**config.mk**
```make
export PLATFORM = sky130hd
export DESIGN_NAME = clock_monitor
export DESIGN_NICKNAME = d
export VERILOG_FILES = /design/src/rtl/clock_monitor_pkg.sv /design/src/rtl/clock_monitor_edge.sv /design/src/rtl/clock_monitor.sv
export SDC_FILE = /design/constraint.sdc
export NUM_CORES = 1
export LEC_CHECK = 0
export BUFFER_PORTS_ARGS = -buffer_cell sky130_fd_sc_hd__buf_4
export CAP_MARGIN = 20
export CORE_MARGIN = 4
export CORE_UTILIZATION = 40
export DETAILED_ROUTE_END_ITERATION = 12
export GPL_TIMING_DRIVEN = 0
export HOLD_SLACK_MARGIN = 0.02
export PLACE_DENSITY_LB_ADDON = 0.1
export SLEW_MARGIN = 20
export SYNTH_ARGS = -nofsm -noshare
export SYNTH_HDL_FRONTEND = slang
export SYNTH_SLANG_ARGS = --single-unit
export TNS_END_PERCENT = 5
```
**constraint.sdc**
```tcl
create_clock -name clk_in -period 5.04 [get_ports clk_in]
set_input_delay 0.504 -clock clk_in [delete_from_list [all_inputs] [get_ports clk_in]]
set_output_delay 0.504 -clock clk_in [all_outputs]
set_load 0.02 [all_outputs]
```
**src/rtl/clock_monitor_pkg.sv**
```systemverilog
// Clock monitor shared types, default constants and verdict helper.
// Counts are compared in 17-bit signed arithmetic so no underflow occurs.
package clock_monitor_pkg;

  typedef enum logic [1:0] {
    S_IDLE    = 2'd0,
    S_MEASURE = 2'd1,
    S_REPORT  = 2'd2
  } state_e;

  localparam int unsigned WINDOW_D  = 1000;
  localparam int unsigned DUT_EXP_D = 250;
  localparam int unsigned ADC_EXP_D = 100;
  localparam int unsigned TOL_D     = 1;
  localparam int unsigned DUT_PER_D = 4;
  localparam int unsigned ADC_PER_D = 10;

  function automatic logic in_tol(
    input logic [15:0] cnt,
    input logic [15:0] expv,
    input logic [15:0] tol
  );
    logic signed [16:0] d;
    logic signed [16:0] t;
    d = $signed({1'b0, cnt}) - $signed({1'b0, expv});
    t = $signed({1'b0, tol});
    return (d <= t) && (d >= -t);
  endfunction

endpackage

```
**src/rtl/clock_monitor_edge.sv**
```systemverilog
// One monitored clock: synchronizer, rising-edge detect, edge count
// and sticky period check between consecutive in-window edges.
module clk_edge_channel #(
  parameter int unsigned PER = 4
) (
  input  logic        clk_in,
  input  logic        rst_n,
  input  logic        i_clr,
  input  logic        i_en,
  input  logic        i_mon,
  output logic [15:0] o_count,
  output logic        o_per_err
);

  localparam logic [7:0] LP_PER_M1 = 8'(PER - 1);

  logic [1:0]  r_sync;
  logic        r_prev;
  logic [15:0] r_count;
  logic [7:0]  r_per;
  logic        r_armed;
  logic        r_err;
  logic        w_edge;

  assign w_edge = r_sync[1] & ~r_prev;

  always_ff @(posedge clk_in or negedge rst_n) begin
    if (!rst_n) begin
      r_sync  <= '0;
      r_prev  <= 1'b0;
      r_count <= '0;
      r_per   <= '0;
      r_armed <= 1'b0;
      r_err   <= 1'b0;
    end else begin
      r_sync <= {r_sync[0], i_mon};
      r_prev <= r_sync[1];
      if (i_clr) begin
        r_count <= '0;
        r_per   <= '0;
        r_armed <= 1'b0;
        r_err   <= 1'b0;
      end else if (i_en) begin
        if (w_edge) begin
          if (r_count != 16'hFFFF) r_count <= r_count + 16'd1;
          // r_per holds gap-1 here; first edge only arms
          if (r_armed && (r_per != LP_PER_M1)) r_err <= 1'b1;
          r_per   <= '0;
          r_armed <= 1'b1;
        end else if (r_per != 8'hFF) begin
          r_per <= r_per + 8'd1;
        end
      end
    end
  end

  assign o_count   = r_count;
  assign o_per_err = r_err;

endmodule

```
**src/rtl/clock_monitor.sv**
```systemverilog
// Measures edge counts and periods of two slow clocks over a fixed
// gate of clk_in cycles and reports per-channel pass/stuck verdicts.
module clock_monitor
  import clock_monitor_pkg::*;
#(
  parameter int unsigned WINDOW  = WINDOW_D,
  parameter int unsigned DUT_EXP = DUT_EXP_D,
  parameter int unsigned ADC_EXP = ADC_EXP_D,
  parameter int unsigned TOL     = TOL_D,
  parameter int unsigned DUT_PER = DUT_PER_D,
  parameter int unsigned ADC_PER = ADC_PER_D
) (
  input  logic        clk_in,
  input  logic        rst_n,
  input  logic        start,
  input  logic        dut_clk,
  input  logic        adc_clk,
  output logic        busy,
  output logic        done,
  output logic [15:0] dut_count,
  output logic [15:0] adc_count,
  output logic        dut_ok,
  output logic        adc_ok,
  output logic        dut_stuck,
  output logic        adc_stuck,
  output logic        dut_per_err,
  output logic        adc_per_err
);

  state_e      r_state;
  state_e      w_next;
  logic [15:0] r_win;
  logic        w_meas;
  logic        w_clr;
  logic [15:0] w_dut_cnt;
  logic [15:0] w_adc_cnt;
  logic        w_dut_err;
  logic        w_adc_err;
  logic        r_done;
  logic [15:0] r_dut_cnt;
  logic [15:0] r_adc_cnt;
  logic [1:0]  r_ok;
  logic [1:0]  r_stuck;
  logic [1:0]  r_err;

  assign w_meas = (r_state == S_MEASURE);
  assign w_clr  = (r_state == S_IDLE) && start;

  clk_edge_channel #(.PER(DUT_PER)) u_dut (
    .clk_in    (clk_in),
    .rst_n     (rst_n),
    .i_clr     (w_clr),
    .i_en      (w_meas),
    .i_mon     (dut_clk),
    .o_count   (w_dut_cnt),
    .o_per_err (w_dut_err)
  );

  clk_edge_channel #(.PER(ADC_PER)) u_adc (
    .clk_in    (clk_in),
    .rst_n     (rst_n),
    .i_clr     (w_clr),
    .i_en      (w_meas),
    .i_mon     (adc_clk),
    .o_count   (w_adc_cnt),
    .o_per_err (w_adc_err)
  );

  always_comb begin
    w_next = r_state;
    unique case (r_state)
      S_IDLE:    if (start) w_next = S_MEASURE;
      S_MEASURE: if (r_win == 16'd0) w_next = S_REPORT;
      S_REPORT:  w_next = S_IDLE;
      default:   w_next = S_IDLE;
    endcase
  end

  always_ff @(posedge clk_in or negedge rst_n) begin
    if (!rst_n) begin
      r_state   <= S_IDLE;
      r_win     <= '0;
      r_done    <= 1'b0;
      r_dut_cnt <= '0;
      r_adc_cnt <= '0;
      r_ok      <= '0;
      r_stuck   <= '0;
      r_err     <= '0;
    end else begin
      r_state <= w_next;
      r_done  <= (r_state == S_REPORT);
      if (w_clr) begin
        r_win <= 16'(WINDOW - 1);
      end else if (w_meas && (r_win != 16'd0)) begin
        r_win <= r_win - 16'd1;
      end
      if (r_state == S_REPORT) begin
        r_dut_cnt <= w_dut_cnt;
        r_adc_cnt <= w_adc_cnt;
        r_ok[0] <= in_tol(w_dut_cnt, 16'(DUT_EXP), 16'(TOL)) & ~w_dut_err;
        r_ok[1] <= in_tol(w_adc_cnt, 16'(ADC_EXP), 16'(TOL)) & ~w_adc_err;
        r_stuck <= {w_adc_cnt == 16'd0, w_dut_cnt == 16'd0};
        r_err   <= {w_adc_err, w_dut_err};
      end
    end
  end

  assign busy        = (r_state != S_IDLE);
  assign done        = r_done;
  assign dut_count   = r_dut_cnt;
  assign adc_count   = r_adc_cnt;
  assign dut_ok      = r_ok[0];
  assign adc_ok      = r_ok[1];
  assign dut_stuck   = r_stuck[0];
  assign adc_stuck   = r_stuck[1];
  assign dut_per_err = r_err[0];
  assign adc_per_err = r_err[1];

endmodule
```
==> run metrics, run 1 <==
chip width=133 um; clk sink count=115; Post-Syn Area=6300 um^2; final core occ=49.3%; sequential fraction of the synthesis area=45.7%; Pwr Density=376 nW/um^2; Lkg Pwr=3.33 nW; initial cell density of the core=41.1%; Hold Vio Cnt, Final=0; Area Overhead vs Synth=19.8%; vias per cell=5.27; maxcap violations=0; Setup-failing EPs final=0; vias in the first global route=4822; Hold WS=0.186 ns; Post-Syn Instances=670; busiest grt layer=met2; Area contributors post-synth=dfrtp_1, nor2_1, mux2_2, xnor2_1, ha_1; flops & latches, synth=115; largest area contributor in the netlist=dfrtp_1; YS warnings=0; CTS root buffer=clkbuf_16; CP Class=flip-flop to flip-flop; GR Overflow Total=0; number of diodes=0; Total GRT Usage=16.9%; largest net degree at the start of global routing=79; Tightest Pin Transition=0.671 ns; FFs w/ async S/R, synth=100%; RSZ-0062 raised after global routing=no; fin crit period=3.15 ns; core footprint=15300 um^2; total number of cells along the worst setup path=11; run status=finished, final reports clean; via count=5052; antenna violations before repair=0; Worst EP required=5.33 ns; Critical-path top delay cell=nor2_1; Hold WC Path Type=input port to flip-flop; DRT iter0 DRCs=331; max_slew headroom=55.1%; flop-to-flop setup slack=1.89 ns; Die Y=133 um; first-pass GRT wire length=24300 um; Clock transition at path regs=0.05 ns; TritonCTS Buffers=17; fin crit share=62.4%; number of detailed-route iterations in the first pass=5; Fin Setup TNS=0 ns; Post-synth EDFFs=0; Post-CTS Setup Bufs=0; proportion of layout cells with a drive suffix above 1=17.1%; Avg Cell Area, Syn=9.40 um^2; number of routed nets with antenna violations=0; H-tree levels=4; Fmax=318 MHz; Reg area=2880 um^2; met1 Use GR=23.9%; multi-input logic area=3170 um^2; most common cell in the synthesized netlist=dfrtp_1; GPL Wtd Cong=0.891; Synth Flop Type=dfrtp_1; worst-skew pair later-pin latency=0.42 ns; hold depth=1; most frequent cells after synthesis=dfrtp_1, nor2_1, nand2_1, o21ai_0, clkbuf_1; CP bufs+invs=1; GR Util met3=3.93%; Final nets=760; Top delay family on crit path=simple AND/OR/NAND/NOR gates; die area=17800 um^2; Slew Viols, Final=0; maximum VDD drop=233 uV; CTS Buffer Depth=2; synthesized net count=695; critical path endpoint category=flip-flop; WP data arrival=3.43 ns; DRC errors left=0; # rows=45; Worst Skew=0.0123 ns; Routed WL per cell=15.0 um; Routed WL=14400 um; CP Launch Type=flip-flop; IO buf count=44; hpwl dp=10300 um; fillcell total=1483; met2 Use GR=24.8%; # IOs=45; Crit Path Max Fanout=8; top cell type's share of synthesized area=45.7%; FF-to-FF path depth=11; CTS tree=yes; Distinct cells, synth=68; crit path cell chain=inv_1 > ha_1 > nand3b_1 > nor2_1 > nor2_1 > o22ai_1 > nand4_1 > a21oi_1 > ha_1 > nor4b_1 > nor3_1; crit-path max cell delay=0.49 ns
-- area by class of cell --
class / count / area share, %
inverter: 18 / 0.895
tap: 211 / 3.50
clock inverter: 9 / 1.67
sequential: 115 / 38.1
buffer: 43 / 2.39
timing repair buffer: 46 / 4.92
clock buffer: 23 / 6.46
multi-input combinational: 494 / 42.0
-- worst register-to-register path: stages (launching register included) --
cell and delay [ns]:
dfrtp_1 0.47, inv_1 0.17, ha_1 0.32, nand3b_1 0.25
nor2_1 0.49, nor2_1 0.08, o22ai_1 0.18, nand4_1 0.19
a21oi_1 0.18, ha_1 0.27, nor4b_1 0.31, nor3_1 0.10
-- final timing paths --
check                                 startpoint         endpoint
worst max-delay path            u_dut.o_count[1]          r_ok[0]
worst min register to register   u_adc.r_sync[0]  u_adc.r_sync[1]
max in group asynchronous                  rst_n         r_win[3]
min in group asynchronous                  rst_n    adc_count[13]
worst min-delay path                     adc_clk  u_adc.r_sync[0]
worst max register to register  u_dut.o_count[1]          r_ok[0]
-- sequential cells by signal, indices dropped and copies added, names as in the netlist, 2 cells and up --
register / count
adc_count: 16
dut_count: 16
r_win: 16
u_adc.o_count: 16
u_dut.o_count: 16
u_adc.r_per: 8
u_dut.r_per: 8
r_err: 2
r_ok: 2
r_state: 2
r_stuck: 2
u_adc.r_sync: 2
u_dut.r_sync: 2
-- metal layers --
metal  routed length (um)  vias to the layer above  part of all wire, %
li1                     -                     2481                    -
met1                 7040                     2427                   49
met2                 6380                      122                   44
met3                  690                       22                  4.8
met4                  276                        0                  1.9
met5                    0                        -                    0
-- through the flow --
step	setup WS, ns	total power [W]	cell area (um^2)	std cells
final	1.89	0.00284	7550	959
after global routing	1.63	0.00301	7550	959
after CTS	1.93	0.00288	7550	959
after detailed placement	1.94	0.00161	6920	926
after global placement	2.07	0.00160	6890	925
after floorplan	2.37	0.00146	6300	670
-- layout by cell type, fill, tap and decap left out, types with 4 or more instances in the layout --
master and n:
and4_1 4, o21ai_0 48, o211ai_1 4, dfrtp_1 115
a31oi_1 5, or2_2 7, nor2b_1 5, buf_4 44
nor4_1 9, nor3_1 20, nand4_1 7, nor2_1 76
ha_1 20, or4_1 6, buf_2 6, and3_1 17
inv_1 18, mux2_2 24, xnor2_1 30, xor2_1 17
nand2_1 65, nand2b_1 11, clkbuf_16 17, nand3_1 18
clkbuf_1 36, or3_1 15, a22oi_1 5, nand3b_1 5
clkbuf_8 4, a21oi_1 21, clkinv_2 4
-- cell families (layout without fill, tap and decap cells) --
kind of cell               count (synthesis)  after routing  synth area share [%]
and+or+nand+nor                          283            283                  22.9
AOI/OAI and AO/OA                        118            118                  12.3
DFF                                      115            115                  45.7
buffers and inverters                     61            139                  3.93
xor gates and xnor gates                  47             47                  6.54
muxes                                     26             26                  4.61
adders and majority gates                 20             20                  3.97
-- what timing repair did --
| action | in CTS | in global routing |
|---|---|---|
| hold buffers | 1 | 0 |
| gates resized for setup | 0 | 0 |
| endpoints found under the hold margin | 37 | 0 |
-- power breakdown --
| part | leakage (nW) | switching, W | internal, W |
|---|---|---|---|
| registers | 1.47 | 0.0000873 | 0.00101 |
| logic | 1.56 | 0.000311 | 0.000193 |
| clock network | 0.303 | 0.000417 | 0.000826 |
Note: power is estimated with default switching activity, not from simulation.
==> run 2, diff against run 1 <==
Settings changed: ABC_AREA set to 1.
Clock period 5.04 ns to 2.86 ns, I/O delays scaled along.
==> run metrics, run 2 <==
Post-CTS Setup Bufs=0 (unchanged); Routed WL per cell=13.6 um (-9.6%); fillcell total=1571 (+5.9%); most common cell in the synthesized netlist=nand2_1; number of detailed-route iterations in the first pass=5 (unchanged); Tightest Pin Transition=0.675 ns (+0.00391 ns); final core occ=49.1% (-0.19 points); commonest non-fill, non-tap cells in the layout=nand2_1, nor2_1, dfrtp_1, inv_1, o21ai_0; Slew Viols, Final=0 (unchanged); crit-path max cell delay=0.47 ns (-0.02 ns); Setup-failing EPs final=0 (unchanged); crit path cell chain=inv_1 > ha_1 > nor2_4 > nand3b_4 > nand2_2 > nand2_2 > nand2_2 > nand2_2 > nor2_2 > nand2_2 > nor2_4 > ha_1 > nand4_1 > nand2_1 > nand2_1 > nand3_1 > nand2_1 > nand2_1; simple-gate share of the synthesized area=32.9% (+10 points); flops & latches, synth=115 (unchanged); CTS root buffer=clkbuf_16; Crit Path Max Fanout=10 (+2); GPL Wtd Cong=0.852 (-4.4%); XOR/XNOR Fraction of Synth Area=3.15% (-3.4 points); Final nets=968 (+27%); # rows=46 (+2.2%); largest family of logic cells by synthesized area=simple AND/OR/NAND/NOR gates; DRC errors left=0 (unchanged); TritonCTS Buffers=17 (unchanged); top cell type's share of synthesized area=43.4% (-2.3 points); Avg Cell Area, Syn=7.56 um^2 (-20%); CTS tree=yes; chip width=137 um (+2.4%); worst-skew pair later-pin latency=0.41 ns (about the same); CP Launch Type=flip-flop; first-pass GRT wire length=27300 um (+13%); Synth Area in Adders=3.78% (-0.20 points); Distinct cells, synth=45 (-34%); # IOs=45 (unchanged); Synth Flop Type=dfrtp_1; CP Class=flip-flop to flip-flop; initial cell density of the core=41.3% (+0.14 points); core footprint=16100 um^2 (+4.9%); Die Y=137 um (+2.4%); Worst Skew=0.00824 ns (-0.00406 ns); proportion of layout cells with a drive suffix above 1=13.8% (-3.3 points); IO buf count=44 (unchanged); Hold WC Path Type=input port to flip-flop; number of diodes=0 (unchanged); RSZ-0062 raised after global routing=no; sequential fraction of the synthesis area=43.4% (-2.3 points); Hold WS=0.342 ns (+0.156 ns); Worst EP required=3.17 ns (-2.16 ns); Pwr Density=679 nW/um^2 (+81%); run status=finished, final reports clean; Fmax=395 MHz (+24%); Post-Syn Instances=876 (+31%); maximum VDD drop=497 uV (+110%); Fin Setup TNS=0 ns (unchanged); H-tree levels=4 (unchanged); Lkg Pwr=3.75 nW (+12%); most frequent cells after synthesis=nand2_1, nor2_1, dfrtp_1, inv_1, o21ai_0; CTS Buffer Depth=2 (unchanged); FFs w/ async S/R, synth=100% (unchanged); maxcap violations=0 (unchanged); fin crit share=88.6% (+26 points); cell mode on critical path=nand2_2; vias per cell=4.93 (-6.5%); total power=0.00536 W (+89%); Post-synth EDFFs=0 (unchanged); Post-DP Area=7260 um^2 (+4.8%); Top delay family on crit path=simple AND/OR/NAND/NOR gates; Hold Vio Cnt, Final=0 (unchanged); hpwl dp=12000 um (+17%); Area contributors post-synth=dfrtp_1, nand2_1, nor2_1, o21ai_0, inv_1; clk sink count=115 (unchanged); antenna violations before repair=0 (unchanged); critical path endpoint category=flip-flop; fin area=7880 um^2 (+4.4%); post-synthesis compound-gate area fraction=9.89% (-2.4 points); Area Overhead vs Synth=19.0%; Critical-path top delay cell=dfrtp_1; YS warnings=0 (unchanged); Clock transition at path regs=0.06 ns (about the same); commonest non-fill, non-tap cell in the layout=nand2_1; DRT iter0 DRCs=372 (+12%); max_slew headroom=54.8% (-0.26 points); largest net degree at the start of global routing=67 (-15%); Routed WL=15900 um (+10%); CP bufs+invs=1 (unchanged); via count=5773 (+14%); Post-Syn Area=6630 um^2 (+5.2%); largest area contributor in the netlist=dfrtp_1; die area=18700 um^2 (+4.9%); vias in the first global route=5530 (+15%); synthesized net count=901 (+30%); mux cell area share after synthesis=0% (-4.6 points); WP data arrival=2.84 ns (-0.59 ns); Total GRT Usage=18.3% (+1.4 points); fin crit period=2.53 ns (-0.614 ns); number of routed nets with antenna violations=0 (unchanged); GR Overflow Total=0 (unchanged)
[run 2: metrics by stage]
step,std cells,worst slack [ns]
after floorplan,876,0.646
after global placement,1136,0.323
after detailed placement,1137,0.288
after CTS,1172,0.275
after global routing,1172,0.0266
final,1172,0.327
[run 2: worst min-delay path: stages]
cell and delay, ns:
buf_4 0.09, nand3_4 0.14, nand2_1 0.10, nand2_1 0.05
o21ai_0 0.06
[run 2: report_power, final]
part           internal, W  total, W  switching, W
clock network      0.00141   0.00215      0.000741
logic             0.000389   0.00121      0.000825
registers          0.00177   0.00199      0.000219
total              0.00357   0.00536       0.00179
[run 2: kinds of logic (layout without fill, tap and decap cells)]
kind of cell               count (synthesis)  in the layout
DFF                                      115            115
AOI/OAI and AO/OA                        118            118
adders and majority gates                 20             20
xor gates and xnor gates                  23             23
and+or+nand+nor                          484            484
buffers and inverters                    116            196
[run 2: final timing paths]
check | start | to | slack [ns] | cells after the start
min in group asynchronous | rst_n | dut_count[14] | 0.38 | 2
worst max-delay path | u_dut.o_count[1] | r_ok[0] | 0.33 | 18
worst min-delay path | start | r_win[1] | 0.34 | 5
worst max register to register | u_dut.o_count[1] | r_ok[0] | 0.33 | 18
max in group asynchronous | rst_n | u_adc.o_count[0] | 1.80 | 3
worst min register to register | u_dut.r_sync[0] | u_dut.r_sync[1] | 0.35 | 0
[run 2: area by class of cell]
class	instances	area, um^2	share of cell area, %
multi-input cells	645	3300	41.8
flip-flops and latches	115	2880	36.5
clock buffers	22	464	5.89
repair buffers	48	392	4.97
inverters	99	377	4.78
well taps	216	270	3.43
clock inverters	10	131	1.67
plain buffers	17	73.8	0.936
[run 2: routing by layer]
layer | vias up | track usage (%) | part of all wire (%) | wire length, um
met1 | 2666 | 27.3 | 53 | 8370
met3 | 17 | 3.49 | 3.6 | 579
met4 | 0 | 5.43 | 1.1 | 176
met5 | - | 0 | 0 | 0
met2 | 102 | 26.8 | 43 | 6750
li1 | 2988 | - | - | -
[run 2: repair_timing]
action	in CTS	in global routing
hold buffers	3	0
setup endpoints to repair	0	1
resized for setup	0	1
hold endpoints to repair	51	0
==> run 3, diff against run 2 <==
Settings changed: BUFFER_PORTS_ARGS -buffer_cell sky130_fd_sc_hd__buf_4 to -buffer_cell sky130_fd_sc_hd__buf_2.
==> run metrics, run 3 (same netlist as run 2, synthesis figures left out) <==
fin crit period=2.53 ns (+0.00138 ns); Area Overhead vs Synth=18.3%; vias per cell=4.91 (-0.35%); Pwr Density=712 nW/um^2 (+4.8%); hpwl dp=11900 um (-0.27%); commonest non-fill, non-tap cells in the layout=nand2_1, nor2_1, dfrtp_1, inv_1, o21ai_0; crit path cell chain=inv_1 > ha_1 > nor2_4 > nand3b_4 > nand2_2 > nand2_2 > nand2_2 > nand2_2 > nor2_2 > nand2_2 > nor2_4 > ha_1 > nand4_1 > nand2_1 > nand2_1 > nand3_1 > nand2_1 > nand2_1; # IOs=45 (unchanged); # rows=46 (unchanged); GR Overflow Total=0 (unchanged); largest net degree at the start of global routing=67 (unchanged); Tightest Pin Transition=0.623 ns (-0.0517 ns); CP Class=flip-flop to flip-flop; Crit Path Max Fanout=10 (unchanged); fin area=7840 um^2 (-0.57%); filler-free cell count of the finished design=1171 (-0.085%); fillcell total=1573 (+0.13%); critical path endpoint category=flip-flop; CP bufs+invs=1 (unchanged); number of routed nets with antenna violations=0 (unchanged); Die Y=137 um (unchanged); fin crit share=88.6% (about the same); chip width=137 um (unchanged); Hold WC Path Type=input port to flip-flop; antenna violations before repair=0 (unchanged); core footprint=16100 um^2 (unchanged); via count=5748 (-0.43%); Total GRT Usage=18.4% (+0.17 points); cell mode on critical path=nand2_2; Setup-failing EPs final=0 (unchanged); commonest non-fill, non-tap cell in the layout=nand2_1; CP Launch Type=flip-flop; Routed WL=15800 um (-0.25%); Post-DP Area=7150 um^2 (-1.5%); initial cell density of the core=41.3% (unchanged); TritonCTS Buffers=17 (unchanged); Clock transition at path regs=0.05 ns (about the same); dpl cells=1137 (unchanged); proportion of layout cells with a drive suffix above 1=14.0% (+0.22 points); worst-skew pair later-pin latency=0.42 ns (about the same); RSZ-0062 raised after global routing=no; die area=18700 um^2 (unchanged); clk sink count=115 (unchanged); CTS tree=yes; DRT iter0 DRCs=437 (+17%); DRC errors left=0 (unchanged); maxcap violations=0 (unchanged); maximum VDD drop=432 uV (-13%); WP data arrival=2.84 ns (about the same); Hold Vio Cnt, Final=0 (unchanged); Slew Viols, Final=0 (unchanged); vias in the first global route=5322 (-3.8%); Hold WS=0.336 ns (-0.00555 ns); run status=finished, final reports clean; crit-path max cell delay=0.46 ns (about the same); Final nets=968 (unchanged); Worst EP required=3.17 ns (about the same); Critical-path top delay cell=dfrtp_1; CTS Buffer Depth=2 (unchanged); flop-to-flop setup slack=0.33 ns (about the same); Worst Skew=0.00639 ns (-0.00185 ns); Top delay family on crit path=simple AND/OR/NAND/NOR gates; CTS root buffer=clkbuf_16; Lkg Pwr=3.78 nW (+0.86%); H-tree levels=4 (unchanged); Routed WL per cell=13.5 um (-0.16%); GPL Wtd Cong=0.831 (-2.5%); number of detailed-route iterations in the first pass=5 (unchanged); Fmax=395 MHz (about the same); number of diodes=0 (unchanged); max_slew headroom=58.3% (+3.5 points); first-pass GRT wire length=27200 um (-0.51%); IO buf count=44 (unchanged)
-- run 3: cell count changes in the layout (fill, tap and decap cells not counted) --
cell,before,now
bufinv_16,3,5
clkbuf_8,2,4
buf_4,44,1
clkinv_2,5,4
buf_2,5,48
clkbuf_1,10,7
clkinv_4,1,0
-- run 3: per-layer routing --
layer	routed length, um	track usage [%]
met4	256	6.05
met1	8230	27.7
met3	749	3.82
met5	0	0
met2	6610	26.3
-- run 3: power breakdown --
part / internal, W / switching [W]
clock network: 0.00163 / 0.000753
registers: 0.00177 / 0.000218
logic: 0.000387 / 0.000822
total: 0.00379 / 0.00179
-- run 3: layout make-up --
| cell class | instances | area, um^2 | area share [%] |
|---|---|---|---|
| sequential | 115 | 2880 | 36.7 |
| clock inverter | 10 | 178 | 2.27 |
| clock buffer | 21 | 480 | 6.13 |
| inverter | 99 | 377 | 4.80 |
| buffer | 17 | 73.8 | 0.942 |
| multi-input combinational | 645 | 3300 | 42.1 |
| timing repair buffer | 48 | 284 | 3.62 |
| tap | 216 | 270 | 3.45 |
-- run 3: worst paths after layout --
path | from | end | cells after the start
setup / recovery | u_dut.o_count[1] | r_ok[0] | 18
hold / removal | start | r_win[1] | 5
setup reg to reg | u_dut.o_count[1] | r_ok[0] | 18
hold reg to reg | u_dut.r_sync[0] | u_dut.r_sync[1] | 0
max in group asynchronous | rst_n | u_adc.r_per[3] | 3
min in group asynchronous | rst_n | dut_count[14] | 2
-- run 3: worst register-to-register path: cells and delay by family, from the launching register on --
family / cells / cell delay [ns]
simple gates: 15 / 1.24
fa+ha+maj: 2 / 0.53
flops: 1 / 0.46
buf+inv: 1 / 0.17
-- run 3: stage by stage --
step                      setup slack, ns  total power [W]  utilization [%]  TNS (ns)
after floorplan                     0.646          0.00288                -         0
after global placement          -0.000373          0.00321             44.3  -0.00104
after detailed placement            0.321          0.00322             44.5         0
after CTS                           0.308          0.00563             48.8         0
after global routing               0.0153          0.00593             48.8         0
final                               0.325          0.00558             48.8         0
-- run 3: repair_timing --
action / CTS / global route
gates resized for setup: 0 / 1
setup buffers: 0 / 0
hold endpoints to repair: 51 / 0
endpoints found under the setup margin: 0 / 1
hold buffers: 3 / 0
